`config.mk`:
```
export PLATFORM = sky130hd
export DESIGN_NAME = dsi_tx_cmd_arbiter_flat
export DESIGN_NICKNAME = d
export VERILOG_FILES = /design/src/rtl/dsi_tx_cmd_arbiter_pkg.sv /design/src/rtl/dsi_tx_cmd_arbiter_if.sv /design/src/rtl/dsi_tx_cmd_arbiter_pick.sv /design/src/rtl/dsi_tx_cmd_arbiter.sv /design/src/flat_wrapper.sv
export SDC_FILE = /design/constraint.sdc
export NUM_CORES = 1
export LEC_CHECK = 0
export CAP_MARGIN = 10
export CORE_MARGIN = 2
export CORE_UTILIZATION = 37
export CTS_CLUSTER_DIAMETER = 40
export DETAILED_ROUTE_END_ITERATION = 10
export PLACE_DENSITY = 0.81
export SYNTH_ARGS = -nofsm -noshare
export SYNTH_HDL_FRONTEND = slang
export SYNTH_SLANG_ARGS = --single-unit
```
`constraint.sdc`:
```
create_clock -name TxByteClkHS -period 2.4 [get_ports TxByteClkHS]
set_clock_uncertainty 0.1 [all_clocks]
set_input_delay 0.36 -clock TxByteClkHS [delete_from_list [all_inputs] [get_ports TxByteClkHS]]
set_output_delay 0.36 -clock TxByteClkHS [all_outputs]
set_load 0.005 [all_outputs]
```
`src/rtl/dsi_tx_cmd_arbiter_pkg.sv`:
```
// Shared types and constants for the two-source DSI TX command arbiter.
package dsi_arb_pkg;

  localparam int NUM_REQ = 2;

  localparam int VC_W = 2;
  localparam int DT_W = 6;
  localparam int BC_W = 16;
  localparam int PL_W = 32;

  localparam logic [DT_W-1:0] DT_DCS_SW0 = 6'h05;
  localparam logic [DT_W-1:0] DT_DCS_SW1 = 6'h15;
  localparam logic [DT_W-1:0] DT_DCS_LW  = 6'h39;

  typedef enum logic [1:0] {
    IDLE    = 2'd0,
    REQ     = 2'd1,
    ACTIVE  = 2'd2,
    RELEASE = 2'd3
  } arb_state_e;

  // Index of the set bit of a one-hot grant; with two requesters it is bit 1.
  function automatic logic onehot_idx(input logic [NUM_REQ-1:0] oh);
    return oh[1];
  endfunction

endpackage

```
`src/rtl/dsi_tx_cmd_arbiter_if.sv`:
```
// Host-side DSI TX command/payload bus shared by the arbiter and the host controller.
interface dsi_tx_cmd_arbiter_if;
  import dsi_arb_pkg::*;

  logic            cmd_req;
  logic [VC_W-1:0] cmd_vc;
  logic [DT_W-1:0] cmd_data_type;
  logic [BC_W-1:0] cmd_byte_count;
  logic            hs_mode;
  logic [PL_W-1:0] payload;
  logic            cmd_ack;
  logic            active;
  logic            payload_en;
  logic            payload_en_last;
  logic            lp_rx_timeout;

  modport master (
    output cmd_req, cmd_vc, cmd_data_type, cmd_byte_count, hs_mode, payload,
    input  cmd_ack, active, payload_en, payload_en_last, lp_rx_timeout
  );

  modport slave (
    input  cmd_req, cmd_vc, cmd_data_type, cmd_byte_count, hs_mode, payload,
    output cmd_ack, active, payload_en, payload_en_last, lp_rx_timeout
  );

endinterface

```
`src/rtl/dsi_tx_cmd_arbiter_pick.sv`:
```
// Combinational winner selection between the two command sources (one-hot result).
module dsi_arb_pick
  import dsi_arb_pkg::*;
#(
  parameter int PRIORITY_MODE = 0
) (
  input  logic [NUM_REQ-1:0] req,
  input  logic               last_win,
  output logic [NUM_REQ-1:0] win
);

  always_comb begin
    win = '0;
    unique case (req)
      2'b01:   win = 2'b01;
      2'b10:   win = 2'b10;
      2'b11: begin
        // On a tie, round-robin hands the grant to whoever did not win last.
        if (PRIORITY_MODE == 1) win = 2'b01;
        else                    win = last_win ? 2'b01 : 2'b10;
      end
      default: win = '0;
    endcase
  end

endmodule

```
`src/rtl/dsi_tx_cmd_arbiter.sv`:
```
// Arbitrates the single DSI host TX packet interface between the init sequencer and the runtime command source.
module dsi_tx_cmd_arbiter
  import dsi_arb_pkg::*;
#(
  parameter int          PRIORITY_MODE = 0,
  parameter int unsigned ACK_TIMEOUT   = 4095,
  parameter int          TOW           = 16
) (
  input  logic                    TxByteClkHS,
  input  logic                    rstn,
  input  logic                    video_lock,
  input  logic [NUM_REQ-1:0]      r_req,
  input  logic [2*VC_W-1:0]       r_vc,
  input  logic [2*DT_W-1:0]       r_dt,
  input  logic [2*BC_W-1:0]       r_bc,
  input  logic [NUM_REQ-1:0]      r_hs,
  input  logic [2*PL_W-1:0]       r_payload,
  output logic [NUM_REQ-1:0]      r_ack,
  output logic [NUM_REQ-1:0]      r_payload_en,
  output logic [NUM_REQ-1:0]      r_done,
  output logic [NUM_REQ-1:0]      r_err,
  output logic [NUM_REQ-1:0]      gnt,
  output logic                    busy,
  dsi_tx_cmd_arbiter_if.master    host
);

  localparam logic [TOW-1:0] TIMEOUT = TOW'(ACK_TIMEOUT);

  arb_state_e         state_q, state_d;
  logic [NUM_REQ-1:0] gnt_q, gnt_d;
  logic               ptr_q, ptr_d;
  logic [TOW-1:0]     cnt_q, cnt_d;
  logic               seen_q, seen_d;
  logic [VC_W-1:0]    vc_q, vc_d;
  logic [DT_W-1:0]    dt_q, dt_d;
  logic [BC_W-1:0]    bc_q, bc_d;
  logic               hs_q, hs_d;
  logic               cmd_req_q, cmd_req_d;
  logic [NUM_REQ-1:0] ack_q, ack_d;
  logic [NUM_REQ-1:0] done_q, done_d;
  logic [NUM_REQ-1:0] err_q, err_d;
  logic [NUM_REQ-1:0] win;
  logic               unused_last;

  assign unused_last = host.payload_en_last;

  dsi_arb_pick #(
    .PRIORITY_MODE (PRIORITY_MODE)
  ) u_pick (
    .req      (r_req),
    .last_win (ptr_q),
    .win      (win)
  );

  always_ff @(posedge TxByteClkHS or negedge rstn) begin
    if (!rstn) begin
      state_q   <= IDLE;
      gnt_q     <= '0;
      ptr_q     <= 1'b0;
      cnt_q     <= '0;
      seen_q    <= 1'b0;
      vc_q      <= '0;
      dt_q      <= '0;
      bc_q      <= '0;
      hs_q      <= 1'b0;
      cmd_req_q <= 1'b0;
      ack_q     <= '0;
      done_q    <= '0;
      err_q     <= '0;
    end else begin
      state_q   <= state_d;
      gnt_q     <= gnt_d;
      ptr_q     <= ptr_d;
      cnt_q     <= cnt_d;
      seen_q    <= seen_d;
      vc_q      <= vc_d;
      dt_q      <= dt_d;
      bc_q      <= bc_d;
      hs_q      <= hs_d;
      cmd_req_q <= cmd_req_d;
      ack_q     <= ack_d;
      done_q    <= done_d;
      err_q     <= err_d;
    end
  end

  always_comb begin
    state_d   = state_q;
    gnt_d     = gnt_q;
    ptr_d     = ptr_q;
    cnt_d     = cnt_q;
    seen_d    = seen_q;
    vc_d      = vc_q;
    dt_d      = dt_q;
    bc_d      = bc_q;
    hs_d      = hs_q;
    cmd_req_d = 1'b0;
    ack_d     = '0;
    done_d    = '0;
    err_d     = '0;

    unique case (state_q)
      IDLE: begin
        cnt_d  = '0;
        seen_d = 1'b0;
        if (!video_lock && (r_req != '0)) begin
          gnt_d   = win;
          vc_d    = win[1] ? r_vc[2*VC_W-1:VC_W] : r_vc[VC_W-1:0];
          dt_d    = win[1] ? r_dt[2*DT_W-1:DT_W] : r_dt[DT_W-1:0];
          bc_d    = win[1] ? r_bc[2*BC_W-1:BC_W] : r_bc[BC_W-1:0];
          hs_d    = win[1] ? r_hs[1] : r_hs[0];
          state_d = REQ;
        end
      end

      REQ: begin
        cnt_d     = cnt_q + TOW'(1);
        cmd_req_d = 1'b1;
        if (host.lp_rx_timeout) begin
          cmd_req_d = 1'b0;
          err_d     = gnt_q;
          state_d   = RELEASE;
        end else if (host.cmd_ack) begin
          cmd_req_d = 1'b0;
          ack_d     = gnt_q;
          cnt_d     = '0;
          state_d   = ACTIVE;
        end else if (cnt_q == TIMEOUT) begin
          cmd_req_d = 1'b0;
          err_d     = gnt_q;
          state_d   = RELEASE;
        end
      end

      ACTIVE: begin
        seen_d = seen_q | host.active;
        if (!seen_q) cnt_d = cnt_q + TOW'(1);
        // An abort wins over a completion seen in the same cycle.
        if (host.lp_rx_timeout) begin
          err_d   = gnt_q;
          state_d = RELEASE;
        end else if (seen_q && !host.active) begin
          done_d  = gnt_q;
          state_d = RELEASE;
        end else if (!seen_q && (cnt_q == TIMEOUT)) begin
          err_d   = gnt_q;
          state_d = RELEASE;
        end
      end

      RELEASE: begin
        gnt_d   = '0;
        ptr_d   = onehot_idx(gnt_q);
        state_d = IDLE;
      end

      default: state_d = IDLE;
    endcase
  end

  assign gnt          = gnt_q;
  assign busy         = (state_q != IDLE);
  assign r_ack        = ack_q;
  assign r_done       = done_q;
  assign r_err        = err_q;
  assign r_payload_en = gnt_q & {NUM_REQ{(state_q == ACTIVE) && host.payload_en}};

  assign host.cmd_req        = cmd_req_q;
  assign host.cmd_vc         = vc_q;
  assign host.cmd_data_type  = dt_q;
  assign host.cmd_byte_count = bc_q;
  assign host.hs_mode        = hs_q;
  assign host.payload        = gnt_q[0] ? r_payload[PL_W-1:0] :
                               gnt_q[1] ? r_payload[2*PL_W-1:PL_W] : '0;

endmodule

```
`src/flat_wrapper.sv`:
```
// flat-port wrapper written by rule: the top's interface ports become plain ports
module dsi_tx_cmd_arbiter_flat import dsi_arb_pkg::*;
#(
  parameter int          PRIORITY_MODE = 0,
  parameter int unsigned ACK_TIMEOUT   = 4095,
  parameter int          TOW           = 16
)
  (TxByteClkHS, rstn, video_lock, r_req, r_vc, r_dt, r_bc, r_hs, r_payload, r_ack, r_payload_en, r_done, r_err, gnt, busy, host_cmd_req, host_cmd_vc, host_cmd_data_type, host_cmd_byte_count, host_hs_mode, host_payload, host_cmd_ack, host_active, host_payload_en, host_payload_en_last, host_lp_rx_timeout);
  dsi_tx_cmd_arbiter_if host_i ();
  input  logic TxByteClkHS;
  input  logic rstn;
  input  logic video_lock;
  input  logic [NUM_REQ-1:0] r_req;
  input  logic [2*VC_W-1:0] r_vc;
  input  logic [2*DT_W-1:0] r_dt;
  input  logic [2*BC_W-1:0] r_bc;
  input  logic [NUM_REQ-1:0] r_hs;
  input  logic [2*PL_W-1:0] r_payload;
  output logic [NUM_REQ-1:0] r_ack;
  output logic [NUM_REQ-1:0] r_payload_en;
  output logic [NUM_REQ-1:0] r_done;
  output logic [NUM_REQ-1:0] r_err;
  output logic [NUM_REQ-1:0] gnt;
  output logic busy;
  output wire logic [$bits(host_i.cmd_req)-1:0] host_cmd_req;
  output wire logic [$bits(host_i.cmd_vc)-1:0] host_cmd_vc;
  output wire logic [$bits(host_i.cmd_data_type)-1:0] host_cmd_data_type;
  output wire logic [$bits(host_i.cmd_byte_count)-1:0] host_cmd_byte_count;
  output wire logic [$bits(host_i.hs_mode)-1:0] host_hs_mode;
  output wire logic [$bits(host_i.payload)-1:0] host_payload;
  input wire logic [$bits(host_i.cmd_ack)-1:0] host_cmd_ack;
  input wire logic [$bits(host_i.active)-1:0] host_active;
  input wire logic [$bits(host_i.payload_en)-1:0] host_payload_en;
  input wire logic [$bits(host_i.payload_en_last)-1:0] host_payload_en_last;
  input wire logic [$bits(host_i.lp_rx_timeout)-1:0] host_lp_rx_timeout;
  assign host_cmd_req = host_i.cmd_req;
  assign host_cmd_vc = host_i.cmd_vc;
  assign host_cmd_data_type = host_i.cmd_data_type;
  assign host_cmd_byte_count = host_i.cmd_byte_count;
  assign host_hs_mode = host_i.hs_mode;
  assign host_payload = host_i.payload;
  assign host_i.cmd_ack = host_cmd_ack;
  assign host_i.active = host_active;
  assign host_i.payload_en = host_payload_en;
  assign host_i.payload_en_last = host_payload_en_last;
  assign host_i.lp_rx_timeout = host_lp_rx_timeout;
  dsi_tx_cmd_arbiter #(.PRIORITY_MODE(PRIORITY_MODE), .ACK_TIMEOUT(ACK_TIMEOUT), .TOW(TOW)) u_core (.TxByteClkHS(TxByteClkHS), .rstn(rstn), .video_lock(video_lock), .r_req(r_req), .r_vc(r_vc), .r_dt(r_dt), .r_bc(r_bc), .r_hs(r_hs), .r_payload(r_payload), .r_ack(r_ack), .r_payload_en(r_payload_en), .r_done(r_done), .r_err(r_err), .gnt(gnt), .busy(busy), .host(host_i));
endmodule
```
# Word level (Yosys, flattened, before mapping)
# Cells that the tools add are included.
# totals
reg_bits	54
inputBits	124
output_inout_bits	69
elab_cells	84
# op_classes
addsub	1
n_eq_ne	11
n_mux	40
n_bitwise	2
n_reduce_logical	17
# ops
operator	count
16-bit two-way mux	4
32-bit two-way mux	2
16-bit case mux with 3 select lines	1
2-bit two-way mux	22
16-bit by 1-bit adder with 16-bit output, second input constant	1
16-bit by 12-bit equality test with 1-bit output, second input constant	1
2-bit equality test, second input constant	4
2-bit case mux with 2 select lines	2
2-bit case mux with 4 select lines	1
2-bit nonzero test	4
6-bit two-way mux	1
2-bit case mux with 3 select lines	1
2-bit AND reduction	3
1-bit two-way mux	5
2-bit by 1-bit equality test with 1-bit output, second input constant	2
1-bit logical AND	4
4-bit by 2-bit != test with 1-bit output, second input constant	1
4-bit by 3-bit != test with 1-bit output, second input constant	1
1-bit zero test	3
3-bit AND reduction	1
3-bit nonzero test	1
2-bit bitwise AND	1
2-bit zero test	1
2-bit by 1-bit != test with 1-bit output, second input constant	1
other kinds (3)	3

# Depth between registers and ports, before layout
# Gate-level depths: netlist (run 1).
# logic_depth
ltp_word	6
depth_mapped	9
ltp_nobuf	7

# Hierarchy
# Synthesis (run 1) repeated with hierarchy kept, for this count alone.
# unflattened
cells_unflattened	313
hier_area_um2	2999.1
# by_module_without_submodules
mod	n_inst	cells_per_inst	area_each_um2	seq_area_each_um2
dsi_tx_cmd_arbiter	1	310	2980.4	1351.3
dsi_arb_pick	1	3	18.8	0.0

# Least setup slack after synthesis (run 1)
# Ideal clock, no wire load.
# synth_timing
path_kind	register -> register
start	reg u_core.state_q[0]
end	reg u_core.cnt_q[15]
setup_time_ns	0.069
arrival_ns	2.009
t_required_ns	2.231
setup_slack_ns	0.221
path_stages_with_launch	10
n_path_buf	2
synth_period_minus_slack_ns	2.179
cell_sequence	dfrtp_1 -> inv_1 -> ha_1 -> buf_6 -> nor3_2 -> a21o_1 -> or3_1 -> buf_2 -> or4_1 -> nand3_1
# synth_between
elab_chain_len	3
word_cells_on_any_way	7
classes_between	eq/ne: 3; mux: 1; reduce/logical: 3
# synth_lines
item	line	text
from (decl)	dsi_tx_cmd_arbiter.sv:29	arb_state_e state_q, state_d;
from (signal assigned)	dsi_tx_cmd_arbiter.sv:71	state_q <= state_d;
2-bit equality test (tied with other cells)	dsi_tx_cmd_arbiter.sv:102	unique case (state_q)
2-bit != test (no source line) or 3-bit nonzero test (tied branches)	n/a	
2-bit AND reduction (no source line)	n/a	
to (signal assigned)	dsi_tx_cmd_arbiter.sv:74	cnt_q <= cnt_d;
to (decl)	dsi_tx_cmd_arbiter.sv:32	logic [TOW-1:0] cnt_q, cnt_d;
# Several ways; a longest one is shown, not always the timed one.
# A chain may end at the register's enable or synchronous reset.

# Final worst setup path (run 1)
# layout_timing
start	reg u_core.gnt_q[0], in the netlist u_core.gnt[0]
end	out host_payload[28]
# layout_between
elab_chain_len	1
# layout_lines
item	line	text
from (decl)	dsi_tx_cmd_arbiter.sv:30	logic [NUM_REQ-1:0] gnt_q, gnt_d;
from (signal assigned)	dsi_tx_cmd_arbiter.sv:72	gnt_q <= gnt_d;
32-bit two-way mux	dsi_tx_cmd_arbiter.sv:173	assign host.payload = gnt_q[0] ? r_payload[PL_W-1:0] :
to (decl)	flat_wrapper.sv:30	output wire logic [$bits(host_i.payload)-1:0] host_payload;
# Every way passes these cells.

==> impl_metrics.env, run 1 <==
export IMPL_syn_area_um2=3020
export IMPL_area_growth_pct=74.7
export IMPL_switchingPower_mw=1.63
export IMPL_relSlewSlack=0.606
export IMPL_hold_ws_ns=0.384
export IMPL_synth_edf_count=0
export IMPL_fmax_mhz=437
export IMPL_io_buffer_count=191
export IMPL_critPathKind="reg2out"
export IMPL_firstDrtPassIters=4
export IMPL_status="completed"
export IMPL_hold_viol=0
export IMPL_numCtsBuffers=5
export IMPL_ant_nets=0
export IMPL_rsz0062_at_grt="false"
export IMPL_wl_met1_mm=3.55
export IMPL_met3WireLength_um=842
export IMPL_r2r_setup_slack_ns=0.21
export IMPL_vdd_drop_max_mv=0.420
export IMPL_synthArstFlopShare=1.00
export IMPL_track_usage=0.224
export IMPL_crit_required_ns=1.94
export IMPL_overflow=0
export IMPL_yosysUniqueCellTypes=47
export IMPL_period_share=0.953
export IMPL_clkTransAtPathRegs_ns=0.10
export IMPL_startpoint="u_core.gnt[0]"
export IMPL_max_stage_delay_ns=0.57
export IMPL_synth_ff_type="dfrtp_1"
export IMPL_maxCapViolCount=0
export IMPL_clock_path_buffers=2
export IMPL_cts_sinks=54
export IMPL_cts_tree="yes"
export IMPL_antenna_found_initial=0
export IMPL_tightestPinTransition_ns=0.592
export IMPL_drive_gt1_frac=0.0732
export IMPL_syn_nets=450
export IMPL_viasPerCell=5.17
export IMPL_wl_per_cell_um=16.5
export IMPL_vias=3210
export IMPL_p_leak_nw=2.27
export IMPL_rr_worst_depth=6
export IMPL_finalNetCount=647
export IMPL_finalPower_mw=4.63
export IMPL_endpoint="host_payload[28]"
export IMPL_initial_core_util=0.387
export IMPL_htreeDepth=2
export IMPL_reg2reg_to="u_core.state_q[0]"
export IMPL_critPathMaxFanout=36
export IMPL_setup_tns_ns=0
export IMPL_power_internal_mw=3.00
export IMPL_seq_power_share=0.284
export IMPL_fin_crit_ns=2.29
export IMPL_dieArea_um2=8900
export IMPL_antenna_cells=0
export IMPL_grt_pass1_vias=3206
export IMPL_hp_class="reg2reg"
export IMPL_setup_viol=0
export IMPL_startpoint_type="flop"
export IMPL_ys_top_cells_by_area="dfrtp_1 45%, a22o_1 9.9%, mux2i_1 8.3%, o21ai_0 8.0%, nand2_1 5.2%"
export IMPL_cts_root_buf="clkbuf_8"
export IMPL_synth_cells=321
export IMPL_synth_top_area_cell="dfrtp_1"
export IMPL_slew_violations=0
export IMPL_combPwrFrac=0.587
export IMPL_wl_met2_mm=5.54
export IMPL_top_layer="met4"
export IMPL_end_kind="output pin"
export IMPL_rows=32
export IMPL_clk_latency_ns=0.30
export IMPL_setup_slack_ns=0.114
export IMPL_io_pins=193
export IMPL_hpwl_mm=8.42
export IMPL_drt_iter0_drc=135
export IMPL_gp_congestion=0.917
export IMPL_postSynthAreaPerCell_um2=9.41
export IMPL_drcViolationCount=0
export IMPL_cp_cell_sequence="buf_4 > a22o_1 > clkdlybuf4s50_1"
export IMPL_ys_seq_elements=54
export IMPL_yosysWarnings=0
export IMPL_grt_max_degree=51
export IMPL_routed_wl_mm=10.2
export IMPL_arrival_ns=1.83
export IMPL_die_w_um=94.3
export IMPL_synth_top_area_frac=0.448
export IMPL_dp_slack_ns=0.166
export IMPL_coreArea_um2=7810
export IMPL_grt_pass1_wl_mm=15.9
export IMPL_timing_rr_start="u_core.cnt_q[0]"
export IMPL_p_per_area_nw_per_um2=877
export IMPL_worst_path_max_delay_cell="clkdlybuf4s50_1"
export IMPL_switching_share=0.352
export IMPL_ys_seq_area_frac=0.448
export IMPL_die_y_um=94.3
export IMPL_power_frac_clock=0.129
-- stage by stage --
stage / util / instances / area [µm²]
detailed placement: 0.657 / 609 / 5130
floorplan: - / 321 / 3020
CTS: 0.672 / 618 / 5250
global route: 0.675 / 621 / 5270
finish: 0.675 / 621 / 5270
global placement: 0.657 / 609 / 5130
-- worst min path at each step --
| stage | start | end | slack [ns] | cells after the start |
|---|---|---|---|---|
| 3_3_place_gp | rstn | u_core.host.cmd_byte_count[8] | 0.30 | 1 |
| 3_5_place_dp | rstn | u_core.host.cmd_byte_count[8] | 0.30 | 1 |
| 5_1_grt | u_core.host.cmd_byte_count[9] | u_core.host.cmd_byte_count[9] | 0.41 | 2 |
| 4_1_cts | u_core.host.cmd_data_type[5] | u_core.host.cmd_data_type[5] | 0.39 | 2 |
| 2_1_floorplan | rstn | u_core.cnt_q[0] | -0.04 | 0 |
| 6_report | u_core.host.cmd_data_type[5] | u_core.host.cmd_data_type[5] | 0.38 | 2 |
-- critical path: cells and delay by family, from the launching register on --
| family | cells | cell delay, ns |
|---|---|---|
| buf+inv | 2 | 0.90 |
| flops | 1 | 0.37 |
| compound gates | 1 | 0.25 |
-- cells in the final DEF (no fill, tap or decap), types with 2 or more instances in the layout --
cell	Yosys	final
and3_1	4	4
nor3b_1	4	4
clkinv_2	0	2
o31ai_1	2	2
dfrtp_1	54	54
nand3_1	6	6
inv_1	11	11
nor3_1	10	10
ha_1	5	4
nand2b_1	2	2
and2_1	2	2
a21o_1	4	4
buf_12	0	3
o21ai_0	48	48
nand2_1	42	42
a21oi_1	7	7
mux2i_1	25	25
or3_1	4	4
clkdlybuf4s50_1	0	190
nor2_1	10	10
a22o_1	34	34
buf_4	1	16
clkbuf_8	0	5
and2b_1	2	2
-- metal layers --
metal / track usage / up-vias
li1: - / 1553
met1: 0.246 / 1502
met2: 0.422 / 130
met3: 0.0638 / 25
met4: 0.0592 / 0
met5: 0 / -
-- flip-flops by register name (all words and copies together), names as in the netlist, 2 cells and up --
name	flops
u_core.cnt_q	16
u_core.host.cmd_byte_count	16
u_core.host.cmd_data_type	6
u_core.gnt	2
u_core.host.cmd_vc	2
u_core.r_ack	2
u_core.r_done	2
u_core.r_err	2
u_core.state_q	2
-- what timing repair did --
action | CTS | global route
gates resized for setup | 0 | 1
hold buffers | 1 | 0
hold endpoints to repair | 25 | 0
setup buffers | 0 | 3
setup endpoints to repair | 0 | 4
-- cells by family (layout without fill, tap and decap cells) --
kind of cell               Yosys count  count (layout)  synth area share
AOI/OAI and AO/OA                  107             107             0.237
and+or+nand+nor                     96              96             0.162
DFF                                 54              54             0.448
buffers and inverters               33             231            0.0464
muxes                               26              26            0.0866
adders and majority gates            5               5            0.0207
-- synth_stat cells (2+ instances only) --
cell type / n
a21oi_1: 7
nand3_1: 6
buf_2: 4
nand2b_1: 2
o31ai_1: 2
or3_1: 4
clkbuf_1: 15
nor3b_1: 4
and2_1: 2
a22o_1: 34
nor2_1: 10
and3_1: 4
dfrtp_1: 54
nand2_1: 42
a21o_1: 4
and2b_1: 2
nor3_1: 10
o21ai_0: 48
inv_1: 11
mux2i_1: 25
ha_1: 5
-- power groups by stage --
stage               logic (mW)  clock network (mW)  registers (mW)
finish                    2.71               0.596            1.31
global route              2.99               0.665            1.35
global placement          2.61                   0            1.32
CTS                       2.69               0.616            1.32
detailed placement        2.68                   0            1.34
floorplan                 1.17                   0            1.34
-- area by class of cell --
cell class | count | area, µm²
flip-flops and latches | 54 | 1350
clock inverters | 3 | 40.0
well taps | 102 | 128
fillers | 673 | 2530
multi-input cells | 234 | 1540
inverters | 12 | 45.0
clock buffers | 5 | 68.8
repair buffers | 211 | 2100
Power figures use the tool's default switching activity.
==> inputs of run 2 (changes only) <==
PLACE_DENSITY = default   (was 0.81)
PLACE_DENSITY_LB_ADDON = 0.05   (was default)
SLEW_MARGIN = 20   (was default)
==> run 2 against run 1 <==
  * Non-clock buffer count fell by 1
  * Wire length fell by 5.1%
  * Critical path depth is 2 higher
  * Clock-buffer cell count up 1
  * Via count fell by 0.87%
  * Setup slack gained 0.039 ns
  * Utilization increased by 0.27 points
  * Sequential power hardly changed
  * Cell count shrank 0.16%
  * First-iteration DRC count is 13% lower
  * Die area is the same
  * Hold slack better by 0.0054 ns
  * Critical path type unchanged
==> impl_metrics.env, run 2 (synthesized netlist as in run 1, its figures left out) <==
export IMPL_final_cell_mix="190 x clkdlybuf4s50_1, 53 x dfrtp_1, 48 x o21ai_0"
export IMPL_fmax_mhz=445
export IMPL_track_usage=0.215
export IMPL_postCtsSetupBuffers=0
export IMPL_hp_class="reg2reg"
export IMPL_cp_top_family="buffers and inverters"
export IMPL_clock_path_buffers=2
export IMPL_arrival_ns=1.79
export IMPL_worst_path_max_delay_cell="clkdlybuf4s50_1"
export IMPL_slew_violations=0
export IMPL_cts_tree="yes"
export IMPL_wl_per_cell_um=15.6
export IMPL_initial_core_util=0.387
export IMPL_final_common_cell="clkdlybuf4s50_1"
export IMPL_p_leak_nw=2.26
export IMPL_cts_root_buf="clkbuf_8"
export IMPL_drive_gt1_frac=0.0734
export IMPL_gp_congestion=0.836
export IMPL_tightestPinTransition_ns=0.598
export IMPL_critPathMaxFanout=6
export IMPL_htreeDepth=2
export IMPL_clk_latency_ns=0.31
export IMPL_finalInstanceArea_um2=5300
export IMPL_crit_required_ns=1.94
export IMPL_setup_viol=0
export IMPL_setup_slack_ns=0.153
export IMPL_relSlewSlack=0.601
export IMPL_busiest_layer="met2"
export IMPL_die_w_um=94.3
export IMPL_firstDrtPassIters=4
export IMPL_coreArea_um2=7810
export IMPL_clkTransAtPathRegs_ns=0.10
export IMPL_area_growth_pct=75.4
export IMPL_routed_wl_mm=9.70
export IMPL_setup_tns_ns=0
export IMPL_hpwl_mm=7.82
export IMPL_cts_sinks=54
export IMPL_placed_cell_area_um2=5160
export IMPL_die_y_um=94.3
export IMPL_status="completed"
export IMPL_drt_iter0_drc=117
export IMPL_finalNetCount=646
export IMPL_fin_crit_ns=2.25
export IMPL_grt_pass1_vias=3057
export IMPL_crit_buf_inv=3
export IMPL_vdd_drop_max_mv=0.407
export IMPL_use_met1=0.283
export IMPL_dp_slack_ns=0.175
export IMPL_ant_nets=0
export IMPL_grt_pass1_wl_mm=15.1
export IMPL_startpoint_type="flop"
export IMPL_io_buffer_count=191
export IMPL_critPathKind="reg2out"
export IMPL_cp_cell_sequence="inv_2 > ha_4 > buf_4 > and3_1 > clkdlybuf4s50_1"
export IMPL_drcViolationCount=0
export IMPL_overflow=0
export IMPL_use_met2=0.345
export IMPL_numCtsBuffers=5
export IMPL_rsz0062_at_grt="false"
export IMPL_maxCapViolCount=0
export IMPL_max_stage_delay_ns=0.49
export IMPL_rows=32
export IMPL_period_share=0.936
export IMPL_vias=3182
export IMPL_antenna_cells=0
export IMPL_end_kind="output pin"
export IMPL_viasPerCell=5.13
export IMPL_grt_use_met3=0.0710
export IMPL_io_pins=193
export IMPL_antenna_found_initial=0
export IMPL_p_per_area_nw_per_um2=879
export IMPL_dieArea_um2=8900
export IMPL_hold_viol=0
export IMPL_finalPower_mw=4.66
export IMPL_grt_max_degree=39
-- run 2: per-layer routing --
layer / wire [µm] / share of wire
met2: 4790 / 0.49
met5: 0 / 0
met4: 137 / 0.014
met3: 785 / 0.081
met1: 3990 / 0.41
-- run 2: stage by stage --
step	hold slack [ns]	instances	utilization
after detailed placement	0.294	611	0.661
after global placement	0.293	611	0.661
after floorplan	-0.0356	321	-
final	0.389	620	0.678
after global routing	0.428	620	0.678
after CTS	0.395	620	0.676
-- run 2: final cells by class --
cell class | count | area [µm²]
Fill cell | 642 | 2510
Timing Repair Buffer | 210 | 2110
Multi-Input combinational cell | 234 | 1550
Sequential cell | 54 | 1350
Tap cell | 102 | 128
Clock buffer | 6 | 72.6
Inverter | 12 | 45.0
Clock inverter | 2 | 37.5
-- run 2: path summary, 6_finish.rpt --
check	start	end	slack [ns]	depth (start not counted)
worst max-delay path	u_core.state_q[0]	r_payload_en[0]	0.15	5
min in group asynchronous	rstn	u_core.host.cmd_byte_count[7]	0.50	2
worst min-delay path	u_core.host.cmd_byte_count[8]	u_core.host.cmd_byte_count[8]	0.39	2
max in group asynchronous	rstn	u_core.state_q[1]	1.14	3
worst min register to register	u_core.host.cmd_byte_count[8]	u_core.host.cmd_byte_count[8]	0.39	2
worst max register to register	u_core.cnt_q[0]	u_core.state_q[0]	0.22	6
-- run 2: repair_timing --
item | CTS | global route
resized for setup | 1 | 4
hold buffers | 1 | 0
gates cloned | 0 | 0
endpoints found under the setup margin | 2 | 3
hold endpoints to repair | 23 | 0
-- run 2: power by group --
| group | internal, mW | total, mW | switching, mW |
|---|---|---|---|
| Clock | 0.312 | 0.608 | 0.297 |
| Sequential | 1.16 | 1.33 | 0.169 |
| Combinational | 1.54 | 2.72 | 1.18 |
-- run 2: worst reg2reg max path, cell delays in order (launching register included) --
cell     delay, ns
dfrtp_1       0.42
ha_1          0.22
nand3_2       0.16
nor4_4        0.47
a41oi_1       0.27
o31ai_1       0.31
o41a_1        0.18
==> inputs of run 3 (changes only) <==
CAP_MARGIN = default   (was 10)
RECOVER_POWER = 50   (was default)
==> run 3 against run 2 <==
  * Sequential power barely moved
  * Wire length is 0.22% higher
  * Utilization shrank 0.21 points
  * Clock power about the same
  * Global-route usage is the same
  * Cell count stayed put
  * Largest cell class unchanged
  * Critical endpoint unchanged
==> impl_metrics.env, run 3 (synthesized netlist as in run 1, its figures left out) <==
export IMPL_met3WireLength_um=783
export IMPL_vias=3174
export IMPL_critPathKind="reg2out"
export IMPL_cp_top_family="buffers and inverters"
export IMPL_gp_congestion=0.836
export IMPL_final_cell_mix="163 x clkdlybuf4s50_1, 53 x dfrtp_1, 48 x o21ai_0"
export IMPL_finalPower_mw=4.58
export IMPL_io_pins=193
export IMPL_p_leak_nw=2.31
export IMPL_ant_nets=0
export IMPL_startpoint_type="flop"
export IMPL_grt_pass1_wl_mm=15.1
export IMPL_htreeDepth=2
export IMPL_die_w_um=94.3
export IMPL_fmax_mhz=445
export IMPL_top_layer="met4"
export IMPL_track_usage=0.215
export IMPL_hp_class="reg2reg"
export IMPL_startpoint="u_core.state_q[0]"
export IMPL_initial_core_util=0.387
export IMPL_antenna_cells=0
export IMPL_hp_start="u_core.host.cmd_byte_count[8]"
export IMPL_rsz0062_at_grt="false"
export IMPL_p_per_area_nw_per_um2=867
export IMPL_cts_sinks=54
export IMPL_period_share=0.936
export IMPL_timing_rr_start="u_core.cnt_q[0]"
export IMPL_setup_viol=0
export IMPL_end_kind="output pin"
export IMPL_crit_buf_inv=3
export IMPL_coreArea_um2=7810
export IMPL_drive_gt1_frac=0.0714
export IMPL_arrival_ns=1.79
export IMPL_status="completed"
export IMPL_fin_crit_ns=2.25
export IMPL_finalNetCount=646
export IMPL_clkTransAtPathRegs_ns=0.10
export IMPL_max_stage_delay_ns=0.49
export IMPL_hpwl_mm=7.82
export IMPL_area_growth_pct=74.8
export IMPL_drt_iter0_drc=90
export IMPL_tightestPinTransition_ns=1.44
export IMPL_die_y_um=94.3
export IMPL_hold_viol=0
export IMPL_clk_latency_ns=0.30
export IMPL_rows=32
export IMPL_firstDrtPassIters=4
export IMPL_vdd_drop_max_mv=0.410
export IMPL_grt_pass1_vias=3057
export IMPL_viasPerCell=5.12
export IMPL_cts_tree="yes"
export IMPL_worst_path_max_delay_cell="clkdlybuf4s50_1"
export IMPL_wl_per_cell_um=15.7
export IMPL_routed_wl_mm=9.72
export IMPL_fill_cells=642
export IMPL_antenna_found_initial=0
export IMPL_drcViolationCount=0
export IMPL_postCtsSetupBuffers=0
export IMPL_overflow=0
export IMPL_final_common_cell="clkdlybuf4s50_1"
export IMPL_wl_met2_mm=4.80
export IMPL_io_buffer_count=191
export IMPL_relSlewSlack=0.0420
export IMPL_cp_cell_sequence="inv_2 > ha_4 > buf_4 > and3_1 > clkdlybuf4s50_1"
export IMPL_maxCapViolCount=0
export IMPL_slew_violations=0
export IMPL_numCtsBuffers=5
export IMPL_clock_path_buffers=2
export IMPL_setup_tns_ns=0
export IMPL_critPathMaxFanout=6
export IMPL_crit_required_ns=1.94
export IMPL_cts_root_buf="clkbuf_8"
export IMPL_grt_max_degree=39
export IMPL_dieArea_um2=8900
export IMPL_fin_util=0.676
export IMPL_wl_met1_mm=4.01
run 3: cell count changes in the layout (fill, tap and decap cells not counted), sizes merged:
cell           before  now
clkbuf              6    8
clkdlybuf4s50     190  163
dlygate4sd3         1   28
buf                19   17
run 3: routing by layer:
| metal | vias up | GRT usage |
|---|---|---|
| met1 | 1499 | 0.283 |
| met4 | 0 | 0.0519 |
| met5 | - | 0 |
| met3 | 13 | 0.0710 |
| met2 | 108 | 0.345 |
| li1 | 1554 | - |
run 3: per-stage QoR:
stage                     hold slack, ns  setup WS, ns  cell area [µm²]  instances
after CTS                          0.395        0.0367             5280        620
after detailed placement           0.294         0.175             5160        611
final                              0.384         0.154             5280        620
after floorplan                  -0.0356         0.221             3020        321
after global placement             0.293         0.181             5160        611
after global routing               0.428        0.0277             5280        620
run 3: layout make-up:
type                    count  area (µm²)  share of cell area
clock inverters             2        37.5             0.00711
clock buffers               6        72.6              0.0137
repair buffers            210        2090               0.396
multi-input cells         234        1550               0.294
well taps                 102         128              0.0242
flip-flops and latches     54        1350               0.256
inverters                  12        45.0             0.00853
run 3: worst min-delay path, cell delays in order (launching register included):
cell     delay, ns
dfrtp_1       0.35
nand2_1       0.04
o21ai_0       0.06
run 3: final timing paths:
path,endpoint,slack (ns),cells past startpoint
worst min-delay path,u_core.host.cmd_byte_count[8],0.38,2
min in group asynchronous,u_core.host.cmd_byte_count[7],0.83,2
worst max register to register,u_core.state_q[0],0.22,6
worst max-delay path,r_payload_en[0],0.15,5
worst min register to register,u_core.host.cmd_byte_count[8],0.38,2
max in group asynchronous,u_core.host.cmd_data_type[1],0.53,2
run 3: repair_timing:
action,CTS,global route
hold endpoints to repair,23,0
endpoints found under the setup margin,2,3
gates resized for setup,1,4
hold buffers,1,0
run 3: power breakdown:
| part | switching (mW) | internal [mW] |
|---|---|---|
| Sequential | 0.160 | 1.16 |
| Clock | 0.295 | 0.312 |
| Combinational | 1.18 | 1.47 |
